**src/rtl/uart_script_responder_if.sv**
```systemverilog
// uart_script_responder_if
// Groups the byte-receiver and byte-transmitter handshake signals that the
// script responder talks to.
//   rx_ready  receiver holds a byte
//   rx_data   received byte
//   rx_clear  one-cycle pulse that consumes the receiver byte
//   tx_busy   transmitter busy (rises the cycle after tx_start)
//   tx_start  one-cycle transmit request
//   tx_data   byte to send, valid while tx_start=1
// master: the responder side; slave: the UART side.
interface uart_script_responder_if;
    logic       rx_ready;
    logic [7:0] rx_data;
    logic       rx_clear;
    logic       tx_busy;
    logic       tx_start;
    logic [7:0] tx_data;

    modport master (
        input  rx_ready, rx_data, tx_busy,
        output rx_clear, tx_start, tx_data
    );

    modport slave (
        output rx_ready, rx_data, tx_busy,
        input  rx_clear, tx_start, tx_data
    );
endinterface

```
**src/rtl/uart_script_responder.sv**
```systemverilog
// uart_script_responder
// Waits for a trigger byte (optionally followed by an argument byte) on the
// receiver and answers with a fixed script on the transmitter: ACK_BYTE, the
// ADDR word and the LEN word (both little-endian), then FILL_BYTE repeated
// FILL_COUNT times (forever when FILL_COUNT=0).
// Ports:
//   clk       sole clock
//   rst       synchronous active-high reset
//   enable    0 = received bytes are discarded while idle
//   abort     terminates a response in progress
//   uart      receiver/transmitter handshake (master modport)
//   busy      response in progress
//   done      one-cycle pulse when a finite response completes
//   fill_cnt  fill bytes issued in the current response (saturating)
module uart_script_responder #(
    parameter logic [7:0]  TRIG_BYTE   = 8'h2E,
    parameter bit          ARG_EN      = 1'b0,
    parameter logic [7:0]  ARG_BYTE    = 8'h00,
    parameter int unsigned ARG_TIMEOUT = 50000,
    parameter logic [7:0]  ACK_BYTE    = 8'h44,
    parameter logic [31:0] ADDR        = 32'h8010_0000,
    parameter logic [31:0] LEN         = 32'h0000_1000,
    parameter logic [7:0]  FILL_BYTE   = 8'hFF,
    parameter logic [15:0] FILL_COUNT  = 16'd0
) (
    input  logic                           clk,
    input  logic                           rst,
    input  logic                           enable,
    input  logic                           abort,
    uart_script_responder_if.master        uart,
    output logic                           busy,
    output logic                           done,
    output logic [15:0]                    fill_cnt
);

    typedef enum logic [2:0] {
        IDLE,
        WAIT_ARG,
        SEND_HDR,
        SEND_FILL,
        DONE
    } state_t;

    localparam logic [31:0] TIMEOUT_LAST = 32'(ARG_TIMEOUT) - 32'd1;
    localparam logic [15:0] FILL_LAST    = FILL_COUNT - 16'd1;

    state_t      state_q, state_d;
    logic [3:0]  hdr_idx_q, hdr_idx_d;
    logic [1:0]  space_q, space_d;
    logic [31:0] timeout_q, timeout_d;
    logic        rx_clear_q, rx_clear_d;
    logic        tx_start_q, tx_start_d;
    logic [7:0]  tx_data_q, tx_data_d;
    logic        busy_q, busy_d;
    logic        done_q, done_d;
    logic [15:0] fill_cnt_q, fill_cnt_d;
    logic        rx_take;
    logic        can_issue;

    function automatic logic [7:0] hdr_byte(input logic [3:0] idx);
        case (idx)
            4'd0:    hdr_byte = ACK_BYTE;
            4'd1:    hdr_byte = ADDR[7:0];
            4'd2:    hdr_byte = ADDR[15:8];
            4'd3:    hdr_byte = ADDR[23:16];
            4'd4:    hdr_byte = ADDR[31:24];
            4'd5:    hdr_byte = LEN[7:0];
            4'd6:    hdr_byte = LEN[15:8];
            4'd7:    hdr_byte = LEN[23:16];
            default: hdr_byte = LEN[31:24];
        endcase
    endfunction

    // The receiver keeps rx_ready high until it has seen rx_clear, so a byte
    // is only taken when no clear is already outstanding; otherwise the same
    // byte would be consumed twice (e.g. the trigger mistaken for the argument).
    // space_q blocks issuing for the two cycles after each tx_start so that
    // starts are never closer than three cycles apart.
    always_comb begin
        state_d    = state_q;
        hdr_idx_d  = hdr_idx_q;
        space_d    = (space_q != 2'd0) ? space_q - 2'd1 : 2'd0;
        timeout_d  = 32'd0;
        rx_clear_d = 1'b0;
        tx_start_d = 1'b0;
        tx_data_d  = tx_data_q;
        fill_cnt_d = fill_cnt_q;
        rx_take    = uart.rx_ready && !rx_clear_q;
        can_issue  = !uart.tx_busy && (space_q == 2'd0);

        case (state_q)
            IDLE: begin
                if (rx_take) begin
                    rx_clear_d = 1'b1;
                    if (enable && uart.rx_data == TRIG_BYTE) begin
                        fill_cnt_d = 16'd0;
                        hdr_idx_d  = 4'd0;
                        state_d    = ARG_EN ? WAIT_ARG : SEND_HDR;
                    end
                end
            end
            WAIT_ARG: begin
                rx_clear_d = rx_take;
                if (abort) begin
                    state_d = IDLE;
                end else if (rx_take) begin
                    state_d = (uart.rx_data == ARG_BYTE) ? SEND_HDR : IDLE;
                end else if (timeout_q == TIMEOUT_LAST) begin
                    state_d = IDLE;
                end else begin
                    timeout_d = timeout_q + 32'd1;
                end
            end
            SEND_HDR: begin
                rx_clear_d = rx_take;
                if (abort) begin
                    state_d = IDLE;
                end else if (can_issue) begin
                    tx_start_d = 1'b1;
                    tx_data_d  = hdr_byte(hdr_idx_q);
                    space_d    = 2'd2;
                    if (hdr_idx_q == 4'd8) begin
                        state_d = SEND_FILL;
                    end else begin
                        hdr_idx_d = hdr_idx_q + 4'd1;
                    end
                end
            end
            SEND_FILL: begin
                rx_clear_d = rx_take;
                if (abort) begin
                    state_d = IDLE;
                end else if (can_issue) begin
                    tx_start_d = 1'b1;
                    tx_data_d  = FILL_BYTE;
                    space_d    = 2'd2;
                    if (fill_cnt_q != 16'hFFFF) begin
                        fill_cnt_d = fill_cnt_q + 16'd1;
                    end
                    if (FILL_COUNT != 16'd0 && fill_cnt_q == FILL_LAST) begin
                        state_d = DONE;
                    end
                end
            end
            DONE: begin
                state_d = IDLE;
            end
            default: begin
                state_d = IDLE;
            end
        endcase

        // busy and done follow the next state so they line up with state_q
        busy_d = (state_d == WAIT_ARG) || (state_d == SEND_HDR) || (state_d == SEND_FILL);
        done_d = (state_d == DONE);
    end

    always_ff @(posedge clk) begin
        if (rst) begin
            state_q    <= IDLE;
            hdr_idx_q  <= 4'd0;
            space_q    <= 2'd0;
            timeout_q  <= 32'd0;
            rx_clear_q <= 1'b0;
            tx_start_q <= 1'b0;
            tx_data_q  <= 8'd0;
            busy_q     <= 1'b0;
            done_q     <= 1'b0;
            fill_cnt_q <= 16'd0;
        end else begin
            state_q    <= state_d;
            hdr_idx_q  <= hdr_idx_d;
            space_q    <= space_d;
            timeout_q  <= timeout_d;
            rx_clear_q <= rx_clear_d;
            tx_start_q <= tx_start_d;
            tx_data_q  <= tx_data_d;
            busy_q     <= busy_d;
            done_q     <= done_d;
            fill_cnt_q <= fill_cnt_d;
        end
    end

    assign uart.rx_clear = rx_clear_q;
    assign uart.tx_start = tx_start_q;
    assign uart.tx_data  = tx_data_q;
    assign busy          = busy_q;
    assign done          = done_q;
    assign fill_cnt      = fill_cnt_q;

endmodule

```
**src/flat_wrapper.sv**
```systemverilog
// flat-port wrapper written by rule: the top's interface ports become plain ports
module uart_script_responder_flat 
#(
    parameter logic [7:0]  TRIG_BYTE   = 8'h2E,
    parameter bit          ARG_EN      = 1'b0,
    parameter logic [7:0]  ARG_BYTE    = 8'h00,
    parameter int unsigned ARG_TIMEOUT = 50000,
    parameter logic [7:0]  ACK_BYTE    = 8'h44,
    parameter logic [31:0] ADDR        = 32'h8010_0000,
    parameter logic [31:0] LEN         = 32'h0000_1000,
    parameter logic [7:0]  FILL_BYTE   = 8'hFF,
    parameter logic [15:0] FILL_COUNT  = 16'd0
)
  (clk, rst, enable, abort, busy, done, fill_cnt, uart_rx_ready, uart_rx_data, uart_tx_busy, uart_rx_clear, uart_tx_start, uart_tx_data);
  uart_script_responder_if uart_i ();
  input  logic clk;
  input  logic rst;
  input  logic enable;
  input  logic abort;
  output logic busy;
  output logic done;
  output logic [15:0] fill_cnt;
  input wire logic [$bits(uart_i.rx_ready)-1:0] uart_rx_ready;
  input wire logic [$bits(uart_i.rx_data)-1:0] uart_rx_data;
  input wire logic [$bits(uart_i.tx_busy)-1:0] uart_tx_busy;
  output wire logic [$bits(uart_i.rx_clear)-1:0] uart_rx_clear;
  output wire logic [$bits(uart_i.tx_start)-1:0] uart_tx_start;
  output wire logic [$bits(uart_i.tx_data)-1:0] uart_tx_data;
  assign uart_i.rx_ready = uart_rx_ready;
  assign uart_i.rx_data = uart_rx_data;
  assign uart_i.tx_busy = uart_tx_busy;
  assign uart_rx_clear = uart_i.rx_clear;
  assign uart_tx_start = uart_i.tx_start;
  assign uart_tx_data = uart_i.tx_data;
  uart_script_responder #(.TRIG_BYTE(TRIG_BYTE), .ARG_EN(ARG_EN), .ARG_BYTE(ARG_BYTE), .ARG_TIMEOUT(ARG_TIMEOUT), .ACK_BYTE(ACK_BYTE), .ADDR(ADDR), .LEN(LEN), .FILL_BYTE(FILL_BYTE), .FILL_COUNT(FILL_COUNT)) u_core (.clk(clk), .rst(rst), .enable(enable), .abort(abort), .uart(uart_i), .busy(busy), .done(done), .fill_cnt(fill_cnt));
endmodule
```
**config.mk**
```make
export PLATFORM = sky130hd
export DESIGN_NAME = uart_script_responder_flat
export DESIGN_NICKNAME = d
export VERILOG_FILES = /design/src/rtl/uart_script_responder_if.sv /design/src/rtl/uart_script_responder.sv /design/src/flat_wrapper.sv
export SDC_FILE = /design/constraint.sdc
export NUM_CORES = 1
export LEC_CHECK = 0
export ABC_AREA = 1
export CORE_UTILIZATION = 42
export DETAILED_ROUTE_END_ITERATION = 6
export GPL_TIMING_DRIVEN = 1
export SLEW_MARGIN = 20
export SYNTH_ARGS = -nofsm -noshare
export SYNTH_HDL_FRONTEND = slang
export SYNTH_SLANG_ARGS = --single-unit
```
**constraint.sdc**
```tcl
create_clock -name clk -period 1.6 [get_ports clk]
set_clock_uncertainty 0.15 [all_clocks]
set_input_delay 0.32 -clock clk [delete_from_list [all_inputs] [get_ports clk]]
set_output_delay 0.32 -clock clk [all_outputs]
set_load 0.02 [all_outputs]
```
==> metrics, run 1 <==
Synth Flop Type=dfxtp_1; fin worst setup slack=-0.0805 ns; CTS Buf Count=9; die height=96.5 um; critical path endpoint category=register; Design Power=3270 uW; routed wire length per instance=15.5 um; Worst Hold Depth=6; layout cells sized above 1=44.3%; failing checks=negative setup slack; cell area after synthesis=3750 um^2; hold_buf cts=0; status=finished with violations; Core Area=8680 um^2; most frequent cells in the layout=nand2_1, buf_4, nor2_1; DRT antenna net count=0; HP Class=in2reg; Yosys warning count=0; area occupied by multi-input gates=2790 um^2; kind of critical path=reg2reg; Fmax achieved=595 MHz; P&R area growth vs syn=61.0%; GR Overflow Total=0; die width=96.5 um; Starting Density=43.2%; H-Tree Depth=3; RR Startpoint=u_core.state_q[1]; Arrival @ worst endpoint=1.81 ns; gpl congestion=0.909; cell area after layout=6030 um^2; RSZ-0062 raised after global routing=true; io pins=42; vias per cell=5.24; R2R depth=9; WL final=13000 um; Post-synth EDFFs=0; hold slack=0.313 ns; commonest non-fill, non-tap cell in the layout=nand2_1; initial antenna violation count=0; Seq/Total Area, Yosys=36.3%; clk buf depth=2; Synth Instances=578; post-place instance area=4900 um^2; FF/Latch Area=1410 um^2; Hold Vio Cnt, Final=0; Async SR Flop Fraction=0%; Crit Reg-Reg Endpoint=u_core.fill_cnt[9]; Cell Pwr Density=541 nW/um^2; FF+latch count, synth=68; first-pass GRT wire length=18900 um; post-DP HPWL=7950 um; final worst path period share=105%; r2r setup slk=-0.08 ns; final setup fails=41; CTS tree=yes; Leak Pwr=0.00250 uW; die area=9310 um^2; fin crit period=1.68 ns; CP required=1.73 ns; max-slew violations=0; cell row count=34; syn avg cell area=6.49 um^2; Max VDD drop=538 uV; DR iter-0 viols=322; crit-path max FO=6; startpoint types=register; largest net degree at the start of global routing=17; global router's overall resource usage=26.9%; Fillers=722; Clock Sinks=68; final core occ=69.5%; drc violations=0; hold wc startpoint=uart_rx_data[6]; Min-Delay Endpoint=u_core.state_q[1]; CTS root buffer=clkbuf_8; worst-skew pair later-pin latency=0.35 ns; synth unique cells=32; Vias=4387; drt pass-1 iters=7; port bufs=41; # nets final=742; Max-Cap Viols=0; vias in the first global route=4048; CTS clk-pin slew, worst paths=0.08 ns
[logic make-up after synthesis]
| kind of cell | synth area share (%) |
|---|---|
| and+or+nand+nor | 41.3 |
| buffers and inverters | 9.15 |
| DFF | 36.3 |
| AOI/OAI and AO/OA | 8.28 |
| xor gates and xnor gates | 3.50 |
| adders and majority gates | 1.34 |
| other | 0.100 |
[flip-flops by register name, summed over array words and instances (netlist names), 2 cells and up, named ones only]
| register | flops |
|---|---|
| u_core.timeout_q | 32 |
| u_core.fill_cnt | 16 |
| u_core.hdr_idx_q | 4 |
| u_core.uart.tx_data | 4 |
| u_core.state_q | 3 |
| u_core.space_q | 2 |
[per-stage QoR]
stage          setup TNS [ns]  setup WS [ns]  std cells
2_1_floorplan          -0.362        -0.0566        579
5_1_grt                 -5.26         -0.147        837
3_3_place_gp           -15.90         -0.419        797
6_report                -1.56        -0.0805        838
3_5_place_dp           -18.19         -0.512        797
4_1_cts                 -3.43         -0.108        830
[routing by layer]
metal | routed length, um | share of wire [%] | global-route usage, %
met2 | 6460 | 50 | 45.5
met3 | 646 | 5.0 | 4.15
met5 | 0 | 0 | 0
met1 | 5410 | 42 | 33.6
met4 | 467 | 3.6 | 11.9
[timing repair]
| item | 4_1_cts | 5_1_grt |
|---|---|---|
| gates resized for setup | 140 | 140 |
| gates cloned | 5 | 2 |
| pin swaps | 41 | 44 |
| endpoints found under the hold margin | 0 | 0 |
| setup endpoints to repair | 82 | 77 |
| setup buffers | 12 | 8 |
[cells in the mapped netlist, drive strengths merged, types with 6 or more instances]
cell	count	area [um^2]
or2	6	37.5
dfxtp	68	1360
buf	11	83.8
xor2	12	105
nand3	48	245
nand2	156	611
inv	65	244
o21ai	9	45.0
nand4	10	62.6
nor3	27	155
a21oi	50	258
nor2	98	390
[final cells by class]
type | count | area share, %
diodes | 1 | 0.0415
clock inverters | 7 | 1.26
clock buffers | 9 | 2.05
inverters | 65 | 4.08
well taps | 108 | 2.24
repair buffers | 145 | 20.7
multi-input cells | 435 | 46.3
flip-flops and latches | 68 | 23.3
[power breakdown]
part	switching (uW)	internal, uW
combinational	70.5	55.1
sequential	3.31	1690
clock	720	727
[critical path, stage by stage, from the launching register on]
cell and delay [ns]:
dfxtp_2 0.35, inv_2 0.06, nor2_2 0.18, nand2_2 0.11, nor2_4 0.19, nand2_8 0.14
buf_12 0.16, nand2_8 0.08, nand2_4 0.05, a21oi_2 0.13
[worst max path at each step]
stage | start | end | slack, ns | cells after the start
2_1_floorplan | u_core.fill_cnt[0] | u_core.fill_cnt[2] | -0.06 | 9
6_report | u_core.state_q[1] | u_core.fill_cnt[9] | -0.08 | 9
3_5_place_dp | uart_rx_data[2] | register | -0.51 | 12
4_1_cts | u_core.timeout_q[1] | u_core.timeout_q[27] | -0.11 | 9
5_1_grt | u_core.timeout_q[14] | u_core.timeout_q[27] | -0.15 | 9
3_3_place_gp | uart_rx_data[3] | register | -0.42 | 12
(Power assumes the default switching activity.)
==> inputs of run 2 (changes only) <==
CORE_MARGIN = 3   (was default)
==> run 2 against run 1 <==
Compared with the run above:
- the run still ends with negative setup slack left
- sequential power about the same
- via count down 2.0%
- maximum frequency down 1.4%
- setup slack worse by 0.024 ns
- critical endpoint is now u_core.fill_cnt[11]
==> metrics, run 2 (synthesis gave the netlist of run 1 again) <==
Top reg by flops=u_core.timeout_q; cell area after layout=6010 um^2 (-0.46%); cell row count=33 (-2.9%); die area=10100 um^2 (+8.5%); Starting Density=44.5% (+1.3 points); drt pass-1 iters=4 (-3); initial antenna violation count=0 (unchanged); CTS tree=yes; status=finished with violations; clock power share=41.1% (-3.2 points); GR Overflow Total=0 (unchanged); first-pass GRT wire length=18700 um (-1.2%); largest net degree at the start of global routing=19 (+2); drc violations=0 (unchanged); Setup WS pre-CTS=-0.512 ns (+0.000249 ns); max FFs per register=32 (unchanged); combinational power share=3.7% (about the same); kind of critical path=reg2reg; Cell Pwr Density=511 nW/um^2 (-5.6%); Vias=4298 (-2.0%); hold slack=0.308 ns (-0.00538 ns); Clock Sinks=68 (unchanged); CP required=1.73 ns (about the same); max-slew violations=0 (unchanged); post-place instance area=4970 um^2 (+1.6%); Max VDD drop=382 uV (-29%); clk buf depth=2 (unchanged); Hold Vio Cnt, Final=0 (unchanged); CTS root buffer=clkbuf_8; critical path endpoint category=register; die width=100 um (+4.1%); Design Power=3070 uW (-6.0%); io pins=42 (unchanged); layout cells sized above 1=42.4% (-1.9 points); CTS clk-pin slew, worst paths=0.08 ns (about the same); vias in the first global route=4020 (-0.69%); FF/Latch Area=1400 um^2 (-0.89%); Core Area=8420 um^2 (-2.9%); routed wire length per instance=14.9 um (-4.1%); Reg power frac=55.2% (+3.4 points); global router's overall resource usage=23.1% (-3.8 points); fin crit period=1.70 ns (+0.0239 ns); final setup fails=51 (+24%); crit-path max FO=7 (+1); Fillers=691 (-4.3%); area occupied by multi-input gates=2780 um^2 (-0.49%); Leak Pwr=0.00245 uW (-2.2%); startpoint types=register; gpl congestion=0.906 (-0.31%); post-DP HPWL=7980 um (+0.39%); DRT antenna net count=0 (unchanged); Fmax achieved=587 MHz (-1.4%); failing checks=negative setup slack; Sw Ratio=24.9% (+0.61 points); total internal power=2300 uW (-6.8%); Max-Cap Viols=0 (unchanged); most frequent cells in the layout=nand2_1, buf_4, nor2_1; commonest non-fill, non-tap cell in the layout=nand2_1; RSZ-0062 raised after global routing=true; ant diodes=0 (-1); # nets final=742 (unchanged); port bufs=41 (unchanged); P&R area growth vs syn=60.2%; CTS Buf Count=9 (unchanged); WL final=12400 um (-4.5%); final worst path period share=107% (+1.5 points); vias per cell=5.15 (-1.6%); switching pwr=765 uW (-3.6%); H-Tree Depth=3 (unchanged); worst-skew pair later-pin latency=0.34 ns (about the same); HP Class=reg2reg; hold_buf cts=0 (unchanged); die height=100 um (+4.1%); DR iter-0 viols=195 (-39%); Arrival @ worst endpoint=1.83 ns (+0.02 ns); fin worst setup slack=-0.104 ns (-0.0239 ns)
[run 2: changes by cell type in the layout (fill, tap and decap cells not counted), sizes merged]
cell           change
dlymetal6s2s       +1
buf                -2
clkdlybuf4s50      +1
diode              -1
clkdlybuf4s15      +1
bufinv             -1
clkbuf             -8
dlygate4sd2        +8
[run 2: worst max-delay path, cell delays in order (launching register included)]
cell and delay, ns:
dfxtp_2 0.33, nor2_2 0.14, nand2_2 0.07, nor2_4 0.14, nand2_4 0.08, nor2_4 0.16
nand2_8 0.13, buf_6 0.16, nand2_8 0.08, nand2_4 0.05, a21oi_2 0.13
[run 2: final timing paths]
path,start,to,slack (ns),cells past startpoint
setup / recovery,u_core.space_q[1],u_core.fill_cnt[11],-0.10,10
hold / removal,u_core.space_q[1],u_core.space_q[0],0.31,2
setup reg to reg,u_core.space_q[1],u_core.fill_cnt[11],-0.10,10
hold reg to reg,u_core.space_q[1],u_core.space_q[0],0.31,2
[run 2: layer usage]
metal	GRT usage (%)	part of all wire, %	vias up
li1	-	-	2145
met1	30.6	44	2003
met2	37.7	49	130
met3	5.12	5.5	20
met4	6.53	1.6	0
met5	0	0	-
[run 2: power groups by stage]
stage / clock network, uW / registers (uW) / logic, uW
floorplan: 0 / 1740 / 28.9
global placement: 0 / 1730 / 97.2
detailed placement: 0 / 1730 / 98.5
CTS: 1290 / 1690 / 102
global route: 1360 / 1690 / 121
finish: 1260 / 1690 / 114
[run 2: stage by stage]
step | setup TNS, ns | cells | util [%]
after floorplan | -0.362 | 579 | -
after global placement | -16.07 | 803 | 59.1
after detailed placement | -18.10 | 803 | 59.1
after CTS | -3.36 | 828 | 65.4
after global routing | -7.71 | 834 | 71.3
final | -3.77 | 834 | 71.3
[run 2: area by class of cell]
| type | count | area share (%) |
|---|---|---|
| multi-input cells | 435 | 46.3 |
| repair buffers | 145 | 21.4 |
| inverters | 65 | 4.14 |
| flip-flops and latches | 68 | 23.2 |
| well taps | 105 | 2.19 |
| clock inverters | 6 | 0.667 |
| clock buffers | 10 | 2.12 |
[run 2: timing repair]
action / in CTS / in global routing
buffers inserted: 6 / 5
endpoints found under the setup margin: 82 / 63
gates resized for setup: 114 / 135
pin swaps: 23 / 43
cloned: 4 / 4
==> inputs of run 3 (changes only) <==
PLACE_DENSITY_LB_ADDON = 0.05   (was default)
==> run 3 against run 2 <==
Compared with the run above:
- the flow still finishes with violations (negative setup slack)
- global-route usage increased by 0.37 points
- cell area is 2.1% lower
- critical path depth did not move
- register-to-register slack got worse by 0.04 ns
- first-iteration DRC count grew 15%
==> metrics, run 3 (synthesis gave the netlist of run 1 again) <==
status=finished with violations; failing checks=negative setup slack; WL final=12200 um (-1.4%); final setup fails=50 (-2.0%); GR Overflow Total=0 (unchanged); gpl congestion=0.904 (-0.25%); Reg power frac=52.6% (-2.6 points); final worst path period share=109% (+2.4 points); clk buf depth=2 (unchanged); ant diodes=0 (unchanged); CTS tree=yes; Vias=4372 (+1.7%); initial antenna violation count=0 (unchanged); # nets final=744 (+0.27%); vias in the first global route=4135 (+2.9%); Crit-path slowest cell=dfxtp_2; commonest non-fill, non-tap cell in the layout=nand2_1; Arrival @ worst endpoint=1.84 ns (about the same); CTS root buffer=clkbuf_8; crit path cell chain=ha_4 > nand2_4 > nor2_4 > nand4_1 > nor2_2 > nand2_2 > nand3_4 > buf_6 > buf_12 > a21oi_2; die height=100 um (unchanged); io pins=42 (unchanged); cell area after layout=5880 um^2 (-2.1%); port bufs=41 (unchanged); Post-Route Setup TNS=-3.68 ns (+0.0847 ns); CTS clk-pin slew, worst paths=0.07 ns (about the same); max incr delay on CP=0.35 ns (+0.02 ns); hold slack=0.283 ns (-0.0247 ns); Clock Sinks=68 (unchanged); DR iter-0 viols=224 (+15%); crit-path max FO=8 (+1); P&R area growth vs syn=56.9%; max-slew violations=0 (unchanged); Worst Hold Depth=6 (+4); number of cells on the critical path=10 (unchanged); largest net degree at the start of global routing=19 (unchanged); Fmax achieved=574 MHz (-2.2%); Top Family by Delay on Critical Path=simple AND/OR/NAND/NOR gates; R2R depth=10 (unchanged); first-pass GRT wire length=19000 um (+1.7%); Max-Cap Viols=0 (unchanged); CP required=1.69 ns (-0.04 ns); final core occ=69.8% (-1.5 points); layout cells sized above 1=40.6% (-1.8 points); DRT antenna net count=0 (unchanged); RR Startpoint=u_core.timeout_q[0]; die width=100 um (unchanged); startpoint types=register; Starting Density=44.5% (unchanged); fin crit period=1.74 ns (+0.0389 ns); combinational power share=3.5% (-0.2 points); max FFs per register=32 (unchanged); Critical path buffers and inverters=2 (+1); post-place instance area=4950 um^2 (-0.55%); most frequent cells in the layout=nand2_1, buf_4, nor2_1; Core Area=8420 um^2 (unchanged); Leak Pwr=0.00239 uW (-2.5%); RSZ-0062 raised after global routing=true; Max VDD drop=488 uV (+28%); clock power share=43.8% (+2.7 points); post-DP HPWL=7860 um (-1.5%); Fillers=718 (+3.9%); worst-skew pair later-pin latency=0.35 ns (about the same); kind of critical path=reg2reg; drt pass-1 iters=5 (+1); hold wc startpoint=uart_rx_data[4]; global router's overall resource usage=23.4% (+0.37 points); cell row count=33 (unchanged); Sw Ratio=23.3% (-1.6 points); Critical Path Source=u_core.timeout_q[0]; vias per cell=5.23 (+1.5%); total internal power=2470 uW (+7.2%); Top reg by flops=u_core.timeout_q; hold_buf cts=0 (unchanged); HP Class=in2reg; H-Tree Depth=3 (unchanged); drc violations=0 (unchanged); Cell Pwr Density=547 nW/um^2 (+7.1%); Setup WS pre-CTS=-0.489 ns (+0.0228 ns); fin worst setup slack=-0.143 ns (-0.0389 ns); switching pwr=750 uW (-1.9%); Hold Vio Cnt, Final=0 (unchanged); critical path endpoint category=register; CTS Buf Count=9 (unchanged); die area=10100 um^2 (unchanged); routed wire length per instance=14.6 um (-1.6%)
==> run 3: worst paths after layout <==
path	slack, ns	end
setup / recovery	-0.14	u_core.timeout_q[26]
setup reg to reg	-0.14	u_core.timeout_q[26]
hold reg to reg	0.32	u_core.space_q[0]
hold / removal	0.28	u_core.state_q[1]
==> run 3: area by class of cell <==
class	count	area [um^2]	share of cell area, %
Inverter	65	248	4.21
Tap cell	105	131	2.23
Timing Repair Buffer	147	1230	20.9
Sequential cell	68	1390	23.7
Multi-Input combinational cell	435	2700	45.8
Clock inverter	4	48.8	0.829
Clock buffer	12	135	2.30
==> run 3: what timing repair did <==
action                     CTS  global route
setup endpoints to repair   83            67
gates resized for setup    133           102
buffers inserted             8             6
cloned                       4             3
pin swaps                   22            39
==> run 3: power groups by stage <==
stage / Clock, uW / Combinational [uW] / Sequential [uW]
finish: 1410 / 114 / 1690
global route: 1510 / 122 / 1690
floorplan: 0 / 28.9 / 1740
global placement: 0 / 99.2 / 1730
detailed placement: 0 / 99.7 / 1730
CTS: 1460 / 103 / 1690
==> run 3: metrics by stage <==
step | total power, uW | std cells
2_1_floorplan | 1770 | 579
3_3_place_gp | 1830 | 801
3_5_place_dp | 1830 | 801
4_1_cts | 3260 | 829
5_1_grt | 3330 | 836
6_report | 3220 | 836
==> run 3: worst register-to-register path: cells and delay by family, from the launching register on <==
| family | cells | cell delay (ns) |
|---|---|---|
| AND/OR/NAND/NOR | 6 | 0.64 |
| adder cells (fa/ha/maj) | 1 | 0.15 |
| buffers and inverters | 2 | 0.29 |
| flip-flops | 1 | 0.35 |
| AO/OA/AOI/OAI | 1 | 0.04 |
==> run 3: metal layers <==
layer  GRT usage [%]  share of wire [%]  wire length [um]
met2            37.7                 47              5720
met3            4.22                6.4               784
met4            8.08                2.0               242
met1            31.6                 45              5470
met5               0                  0                 0
